$ cat src/rtl/conversor_bcd_sequencial_if.sv
// Bus between the result register reader and the BCD converter.
// Fields guarded by SIGNED_DISPLAY_EN exist only in the signed-display build.
interface conversor_bcd_sequencial_if #(
  parameter int WIDTH = 8
);
  // Handshake: the master raises start with data_in valid. It is accepted on
  // the first rising edge where the converter is idle (busy low). busy stays
  // high until done, a one-cycle pulse that also marks the digits as valid.
  // A start seen while busy is dropped, not queued.
  logic             start;
  logic [WIDTH-1:0] data_in;
  logic             busy;
  logic             done;
  logic [3:0]       bcd_centenas;
  logic [3:0]       bcd_dezenas;
  logic [3:0]       bcd_unidades;
`ifdef SIGNED_DISPLAY_EN
  logic             negativo;
`endif
  logic             dbg_convert;

  modport master (
    output start, data_in,
    input  busy, done, bcd_centenas, bcd_dezenas, bcd_unidades,
`ifdef SIGNED_DISPLAY_EN
    input  negativo,
`endif
    input  dbg_convert
  );

  modport slave (
    input  start, data_in,
    output busy, done, bcd_centenas, bcd_dezenas, bcd_unidades,
`ifdef SIGNED_DISPLAY_EN
    output negativo,
`endif
    output dbg_convert
  );
endinterface

$ cat src/rtl/conversor_bcd_sequencial.sv
// Sequential binary-to-BCD converter (double dabble, one bit per clock).
// Define SIGNED_DISPLAY_EN to treat data_in as two's complement and drive negativo.
module conversor_bcd_sequencial #(
  parameter int WIDTH = 8
) (
  input logic                         clk,
  input logic                         reset,
  conversor_bcd_sequencial_if.slave   bus
);

  typedef enum logic {IDLE = 1'b0, CONVERT = 1'b1} state_t;

  state_t           state_q, state_d;
  logic [WIDTH-1:0] shift_q, shift_d;
  logic [11:0]      scratch_q, scratch_d;
  logic [3:0]       cnt_q, cnt_d;
  logic             busy_q, busy_d;
  logic             done_q, done_d;
  logic [3:0]       cen_q, cen_d;
  logic [3:0]       dez_q, dez_d;
  logic [3:0]       uni_q, uni_d;
  logic             sign_q, sign_d;
  logic             neg_q, neg_d;

  logic [11:0]       adjusted;
  logic [WIDTH+11:0] shifted;
  logic [WIDTH-1:0]  magnitude;
  logic              sign_in;

  function automatic logic [11:0] add3(input logic [11:0] s);
    logic [11:0] r;
    r = s;
    for (int i = 0; i < 3; i++) begin
      if (s[4*i +: 4] >= 4'd5) r[4*i +: 4] = s[4*i +: 4] + 4'd3;
    end
    return r;
  endfunction

  always_comb begin
`ifdef SIGNED_DISPLAY_EN
    sign_in   = bus.data_in[WIDTH-1];
    // The most negative value negates to itself, which is its correct magnitude.
    magnitude = sign_in ? WIDTH'(-bus.data_in) : bus.data_in;
`else
    sign_in   = 1'b0;
    magnitude = bus.data_in;
`endif
    adjusted = add3(scratch_q);
    shifted  = {adjusted, shift_q} << 1;
  end

  always_comb begin
    state_d   = state_q;
    shift_d   = shift_q;
    scratch_d = scratch_q;
    cnt_d     = cnt_q;
    busy_d    = busy_q;
    done_d    = 1'b0;
    cen_d     = cen_q;
    dez_d     = dez_q;
    uni_d     = uni_q;
    sign_d    = sign_q;
    neg_d     = neg_q;
    case (state_q)
      IDLE: begin
        if (bus.start) begin
          shift_d   = magnitude;
          scratch_d = '0;
          cnt_d     = '0;
          sign_d    = sign_in;
          busy_d    = 1'b1;
          state_d   = CONVERT;
        end
      end
      CONVERT: begin
        scratch_d = shifted[WIDTH+11:WIDTH];
        shift_d   = shifted[WIDTH-1:0];
        cnt_d     = cnt_q + 4'd1;
        if (cnt_q == 4'(WIDTH - 1)) begin
          cen_d   = shifted[WIDTH+11:WIDTH+8];
          dez_d   = shifted[WIDTH+7:WIDTH+4];
          uni_d   = shifted[WIDTH+3:WIDTH];
          neg_d   = sign_q;
          done_d  = 1'b1;
          busy_d  = 1'b0;
          state_d = IDLE;
        end
      end
      default: state_d = IDLE;
    endcase
  end

  always_ff @(posedge clk) begin
    if (reset) begin
      state_q   <= IDLE;
      shift_q   <= '0;
      scratch_q <= '0;
      cnt_q     <= '0;
      busy_q    <= 1'b0;
      done_q    <= 1'b0;
      cen_q     <= '0;
      dez_q     <= '0;
      uni_q     <= '0;
      sign_q    <= 1'b0;
      neg_q     <= 1'b0;
    end else begin
      state_q   <= state_d;
      shift_q   <= shift_d;
      scratch_q <= scratch_d;
      cnt_q     <= cnt_d;
      busy_q    <= busy_d;
      done_q    <= done_d;
      cen_q     <= cen_d;
      dez_q     <= dez_d;
      uni_q     <= uni_d;
      sign_q    <= sign_d;
      neg_q     <= neg_d;
    end
  end

  assign bus.busy         = busy_q;
  assign bus.done         = done_q;
  assign bus.bcd_centenas = cen_q;
  assign bus.bcd_dezenas  = dez_q;
  assign bus.bcd_unidades = uni_q;
  assign bus.dbg_convert  = (state_q == CONVERT);
`ifdef SIGNED_DISPLAY_EN
  assign bus.negativo     = neg_q;
`else
  logic unused_sign;
  assign unused_sign = sign_q ^ neg_q;
`endif

endmodule

$ cat src/flat_wrapper.sv
// flat-port wrapper written by rule: the top's interface ports become plain ports
module conversor_bcd_sequencial_flat 
#(
  parameter int WIDTH = 8
)
  (clk, reset, bus_start, bus_data_in, bus_busy, bus_done, bus_bcd_centenas, bus_bcd_dezenas, bus_bcd_unidades, bus_dbg_convert);
  conversor_bcd_sequencial_if #(.WIDTH(WIDTH)) bus_i ();
  input logic clk;
  input logic reset;
  input wire logic [$bits(bus_i.start)-1:0] bus_start;
  input wire logic [$bits(bus_i.data_in)-1:0] bus_data_in;
  output wire logic [$bits(bus_i.busy)-1:0] bus_busy;
  output wire logic [$bits(bus_i.done)-1:0] bus_done;
  output wire logic [$bits(bus_i.bcd_centenas)-1:0] bus_bcd_centenas;
  output wire logic [$bits(bus_i.bcd_dezenas)-1:0] bus_bcd_dezenas;
  output wire logic [$bits(bus_i.bcd_unidades)-1:0] bus_bcd_unidades;
  output wire logic [$bits(bus_i.dbg_convert)-1:0] bus_dbg_convert;
  assign bus_i.start = bus_start;
  assign bus_i.data_in = bus_data_in;
  assign bus_busy = bus_i.busy;
  assign bus_done = bus_i.done;
  assign bus_bcd_centenas = bus_i.bcd_centenas;
  assign bus_bcd_dezenas = bus_i.bcd_dezenas;
  assign bus_bcd_unidades = bus_i.bcd_unidades;
  assign bus_dbg_convert = bus_i.dbg_convert;
  conversor_bcd_sequencial #(.WIDTH(WIDTH)) u_core (.clk(clk), .reset(reset), .bus(bus_i));
endmodule
$ cat config.mk
export PLATFORM = sky130hd
export DESIGN_NAME = conversor_bcd_sequencial_flat
export DESIGN_NICKNAME = d
export VERILOG_FILES = /design/src/rtl/conversor_bcd_sequencial_if.sv /design/src/rtl/conversor_bcd_sequencial.sv /design/src/flat_wrapper.sv
export SDC_FILE = /design/constraint.sdc
export NUM_CORES = 1
export LEC_CHECK = 0
export BUFFER_PORTS_ARGS = -buffer_cell sky130_fd_sc_hd__buf_2
export CAP_MARGIN = 20
export CORE_MARGIN = 1
export CORE_UTILIZATION = 44
export CTS_CLUSTER_SIZE = 8
export DETAILED_ROUTE_END_ITERATION = 7
export PLACE_DENSITY_LB_ADDON = 0.3
export SYNTH_ARGS = -nofsm -noshare
export SYNTH_HDL_FRONTEND = slang
export SYNTH_SLANG_ARGS = --single-unit
$ cat constraint.sdc
create_clock -name clk -period 4.3 [get_ports clk]
set_input_delay 0 -clock clk [delete_from_list [all_inputs] [get_ports clk]]
set_output_delay 0 -clock clk [all_outputs]
set_load 0.05 [all_outputs]
Word level (Yosys, flattened, before mapping)
Cells that the tools add are included.
- input bits: 11
- word-level logic and storage cells: 39
- flip-flop bits (word level): 39
- output and inout bits: 15
- equal/unequal tests: 3
- reduce and logical (&&, ||, !) cells: 3
- magnitude comparators: 3
- $add $sub $neg: 4
- bitwise operators: 1
- mux-type cells: 16
- operators with widths (kind ; count):
    12-bit one-hot mux with 2 select lines ; 1
    8-bit one-hot mux with 2 select lines ; 1
    4-bit by 3-bit >= comparator with 1-bit output, second input constant ; 3
    12-bit two-way mux ; 1
    4-bit two-way mux ; 3
    4-bit by 2-bit adder with 4-bit output, second input constant ; 2
    8-bit two-way mux ; 1
    4-bit one-hot mux with 2 select lines ; 1
    1-bit two-way mux ; 5
    4-bit by 1-bit adder with 4-bit output, second input constant ; 1
    4-bit by 3-bit == test with 1-bit output, second input constant ; 1
    2-bit != test, second input constant ; 2
    1-bit one-hot mux with 2 select lines ; 2
    2-bit AND reduction ; 2
    3-bit by 2-bit adder with 3-bit output, second input constant ; 1
    3-bit two-way mux ; 1
    2-bit OR reduction ; 1
    1-bit inverter ; 1

Logic depth before layout (Yosys ltp)
- depth after elaboration: 3
- mapped depth: 6
- mapped depth without buffers: 6

Worst setup path before layout
OpenSTA, ideal clock, no wires.
- path kind: register to register
- from: register u_core.state_q, in the netlist u_core.bus.dbg_convert
- to: register u_core.shift_q[2]
- setup time: 0.128 ns
- arrival time: 1.331 ns
- period minus slack after synthesis: 1.459 ns
- stages on the path, launching flop included: 6
- required time: 4.172 ns
- setup slack: 2.841 ns
- buffers on the path: 2
- cells stage by stage: dfxtp_1 -> buf_2 -> buf_2 -> nor2_1 -> a21oi_1 -> nor2_1
- word-level cells in the longest chain between the ends: 2
- elaborated cells on any way between the ends: 3
- those cells by class: eq/ne: 1; mux: 1; bitwise: 1
- ends and longest elaborated chain (what ; RTL line ; text):
    from (decl) ; conversor_bcd_sequencial.sv:13 ; state_t state_q, state_d;
    from (signal assigned) ; conversor_bcd_sequencial.sv:107 ; state_q <= state_d;
    1-bit inverter ; conversor_bcd_sequencial.sv:64 ; case (state_q)
    8-bit one-hot mux with 2 select lines / 2-bit != test (equally long branches) ; n/a ;
    to (signal assigned) ; conversor_bcd_sequencial.sv:108 ; shift_q <= shift_d;
    to (decl) ; conversor_bcd_sequencial.sv:14 ; logic [WIDTH-1:0] shift_q, shift_d;
Parallel ways exist; a longest one is shown, timed or not.
A chain may end at the register's enable or synchronous reset.

Final worst setup path
- from: register u_core.state_q, in the netlist u_core.bus.dbg_convert
- to: register u_core.cen_q[2], in the netlist u_core.bus.bcd_centenas[2]
- word-level cells in the longest chain between the ends: 1
- ends and longest elaborated chain (what ; RTL line ; text):
    2-bit AND reduction (no line) ; n/a ;
    to (signal assigned) ; conversor_bcd_sequencial.sv:113 ; cen_q <= cen_d;
    to (decl) ; conversor_bcd_sequencial.sv:19 ; logic [3:0] cen_q, cen_d;
Every way passes these cells.

==> summary.txt <==
Clocking
  • Clock latency at the later pin of the worst-skew pair: ~0.29 ns
  • Reg clk slew, reported paths: 0.07 ns
  • Num CTS Buffers: 5
  • Setup Buffers After CTS: 0
  • CTS root buffer: clkbuf_8
  • CTS tree: yes
  • Clk buf depth: 2
  • Clock sinks: 39
  • H-tree depth: 2

Timing
  • Slew @ Worst Pin: 0.962 ns
  • Setup TNS: 0 ns
  • Pins Over Slew Limit: 0
  • Crit share post-route: 44.1%
  • Clk_skew: 0.00755 ns
  • Final hold violations: 0
  • Count of final setup violators: 0
  • Fmax achieved: between 500 and 600 MHz
  • Slew HR: roughly 36%
  • RSZ-0062 raised after global routing: no
  • Fin crit period: 1.90 ns

Final layout
  • Layout area overhead: 14.9%
  • Diodes inserted: 0
  • Nets: 230
  • Layout cells sized above 1: 18.4%

Route
  • Routed len/inst: 11.9 um
  • Routed Wire Length: 3.09 mm
  • Number of DRC markers in iteration 0: 61
  • Vias per cell: 5.20
  • Residual DRC: 0
  • Via count: 1352
  • ANT nets after route: 0
  • Drt first pass iters: 4

Setup path
  • Critical-path cell list: nand4b_1 -> and2b_1 -> a22o_1
  • Critical Path AT: roughly 2.1 ns
  • Setup crit start kind: flop
  • Largest fanout on the critical path: 31
  • Critical path depth in cells: 3
  • FF-to-FF End: u_core.bus.bcd_centenas[2]
  • CP Launch Point: u_core.bus.dbg_convert
  • Worst Path Buf+Inv: 0
  • Worst Path Required: between 4 and 5 ns
  • Critical path class: reg2reg
  • Worst path slowest cell: dfxtp_1
  • CP endpoint kind: flop
  • R2R cell count: 3
  • Critical path endpoint: u_core.bus.bcd_centenas[2]
  • R2R Path Start: u_core.bus.dbg_convert
  • Delay-heaviest family, CP: flip-flops
  • Reg2reg setup slack: 2.40 ns
  • Peak per-stage delay on the critical path: 0.96 ns

Yosys
  • Post-synthesis cell area: 1700 sq um
  • Sequential fraction of the synthesis area: 45.9%
  • Yosys reg bits: 39
  • Cells after synthesis: ~190
  • Yosys Warn Count: 0
  • Cell variety after synth: 33
  • Mapped Nets: 206
  • Area leader, netlist: dfxtp_1
  • Area share of the leading cell type in the synthesized netlist: 45.9%
  • Top cells by area, synth: dfxtp_1 (46%), a21oi_1 (5.9%), mux2i_1 (5.9%), ha_1 (5.1%), o21ai_1 (4.7%)
  • Syn Area/Cell: 9.05 sq um

Floorplanning
  • Die Y: 64.2 um
  • Row count: 22
  • Die W: between 60 and 70 um
  • Die area: 4120 sq um
  • Core area: between 3000 and 4000 sq um
  • Io pins: 26
  • Starting density of the core: 46.1%

Global routing
  • Pin count of the biggest net entering global routing: 32
  • Gr usage total: 17.3%
  • First-pass GRT wire length: 5.43 mm
  • Total grt overflow: 0
  • Vias in the first global route: 1216
  • Initial antenna violation count: 0

Job
  • Max Cap Viol: 0

Pwr
  • Tot Pwr: 0.711 mW
  • Peak VDD IR: 214 uV
  • P_leak: between 0.7 and 0.8 nW
  • Power Density: 364 nW/um^2

Placed design
  • Routability cong.: between 0.7 and 0.8
  • Port bufs: 25
  • Final HPWL DP: ~2.2 mm

Worst hold path
  • Worst min path class: in2reg

Run status
  • Outcome: finished, final reports clean
## state kept, by name, summed over array words and instances (netlist names)
signal                   count
u_core.scratch_q            12
u_core.shift_q               8
u_core.bus.bcd_centenas      4
u_core.bus.bcd_dezenas       4
u_core.bus.bcd_unidades      4
u_core.cnt_q                 4
u_core.bus.busy              1
u_core.bus.dbg_convert       1
u_core.bus.done              1
## stage by stage
stage	util, %	cell area, sq um	worst slack, ns	std cells	hold slack [ns]
floorplan	-	1700	2.84	188	0.163
global placement	49.9	1840	2.42	252	0.303
detailed placement	49.9	1840	2.39	252	0.309
CTS	53.0	1950	2.37	260	0.0652
global route	53.0	1950	2.12	260	0.106
finish	53.0	1950	2.40	260	0.0632
## cells in the final DEF (no fill, tap or decap), types with 8 or more instances in the layout
master	netlist	layout
a21oi_1	20	20
mux2i_1	10	10
nand3_1	8	8
buf_2	6	25
nor2_1	19	19
nand2_1	8	8
dfxtp_1	39	39
o21ai_1	16	16
## Yosys cell counts, drive strengths merged
cell,count
a211oi,1
a21o,1
a21oi,22
a22o,4
a31oi,1
a32o,3
a41oi,1
and2b,1
buf,7
clkbuf,2
clkinv,1
dfxtp,39
ha,7
inv,8
mux2,2
mux2i,10
nand2,8
nand2b,4
nand3,8
nand4b,1
nor2,20
nor2b,2
nor3,6
nor3b,7
o21ai,18
or2,1
xnor2,3
## per-layer routing
layer	wire, um	up-vias	global-route usage [%]	part of all wire [%]
li1	-	713	-	-
met1	1550	606	21.2	50
met2	1360	25	27.1	44
met3	111	8	4.46	3.6
met4	72	0	10.3	2.3
met5	0	-	0	0
## power breakdown
part	switching, mW	internal [mW]	leakage [nW]
clock network	0.118	0.170	0.0513
registers	0.00975	0.368	0.316
logic	0.0276	0.0166	0.423
## tightest hold or removal path, stage by stage
cell	delay, ns
buf_2	0.07
mux2i_1	0.05
nor2_1	0.08
a21oi_1	0.04
nor2_1	0.07
## kinds of logic after synthesis
family                   share of synthesized area [%]
XOR/XNOR                                          1.54
flip-flops                                        45.9
AO/OA/AOI/OAI                                     18.2
adder cells (fa/ha/maj)                           5.15
buffers and inverters                             4.71
multiplexers                                      7.43
AND/OR/NAND/NOR                                   17.1
## repair_timing
action	4_1_cts	5_1_grt
gates resized for setup	0	0
endpoints found under the hold margin	1	0
hold buffers	1	0
## cell type report
cell class	instances	area (sq um)
fill	361	1730
multi-input combinational	131	841
sequential	39	781
timing repair buffer	26	135
clock buffer	6	72.6
tap	48	60.1
inverter	9	35.0
clock inverter	1	30.0
## worst min-delay path by stage
stage                              start                endpoint  slack (ns)  cells after the start
after floorplan                bus_start  u_core.bus.dbg_convert        0.16                      2
after global placement    bus_data_in[0]       u_core.shift_q[0]        0.30                      3
after detailed placement  bus_data_in[0]       u_core.shift_q[0]        0.31                      3
after CTS                 bus_data_in[2]       u_core.shift_q[2]        0.07                      5
after global routing               reset       u_core.shift_q[4]        0.11                      2
final                     bus_data_in[2]       u_core.shift_q[2]        0.06                      5
No activity file was read; power rests on OpenSTA's default activity.
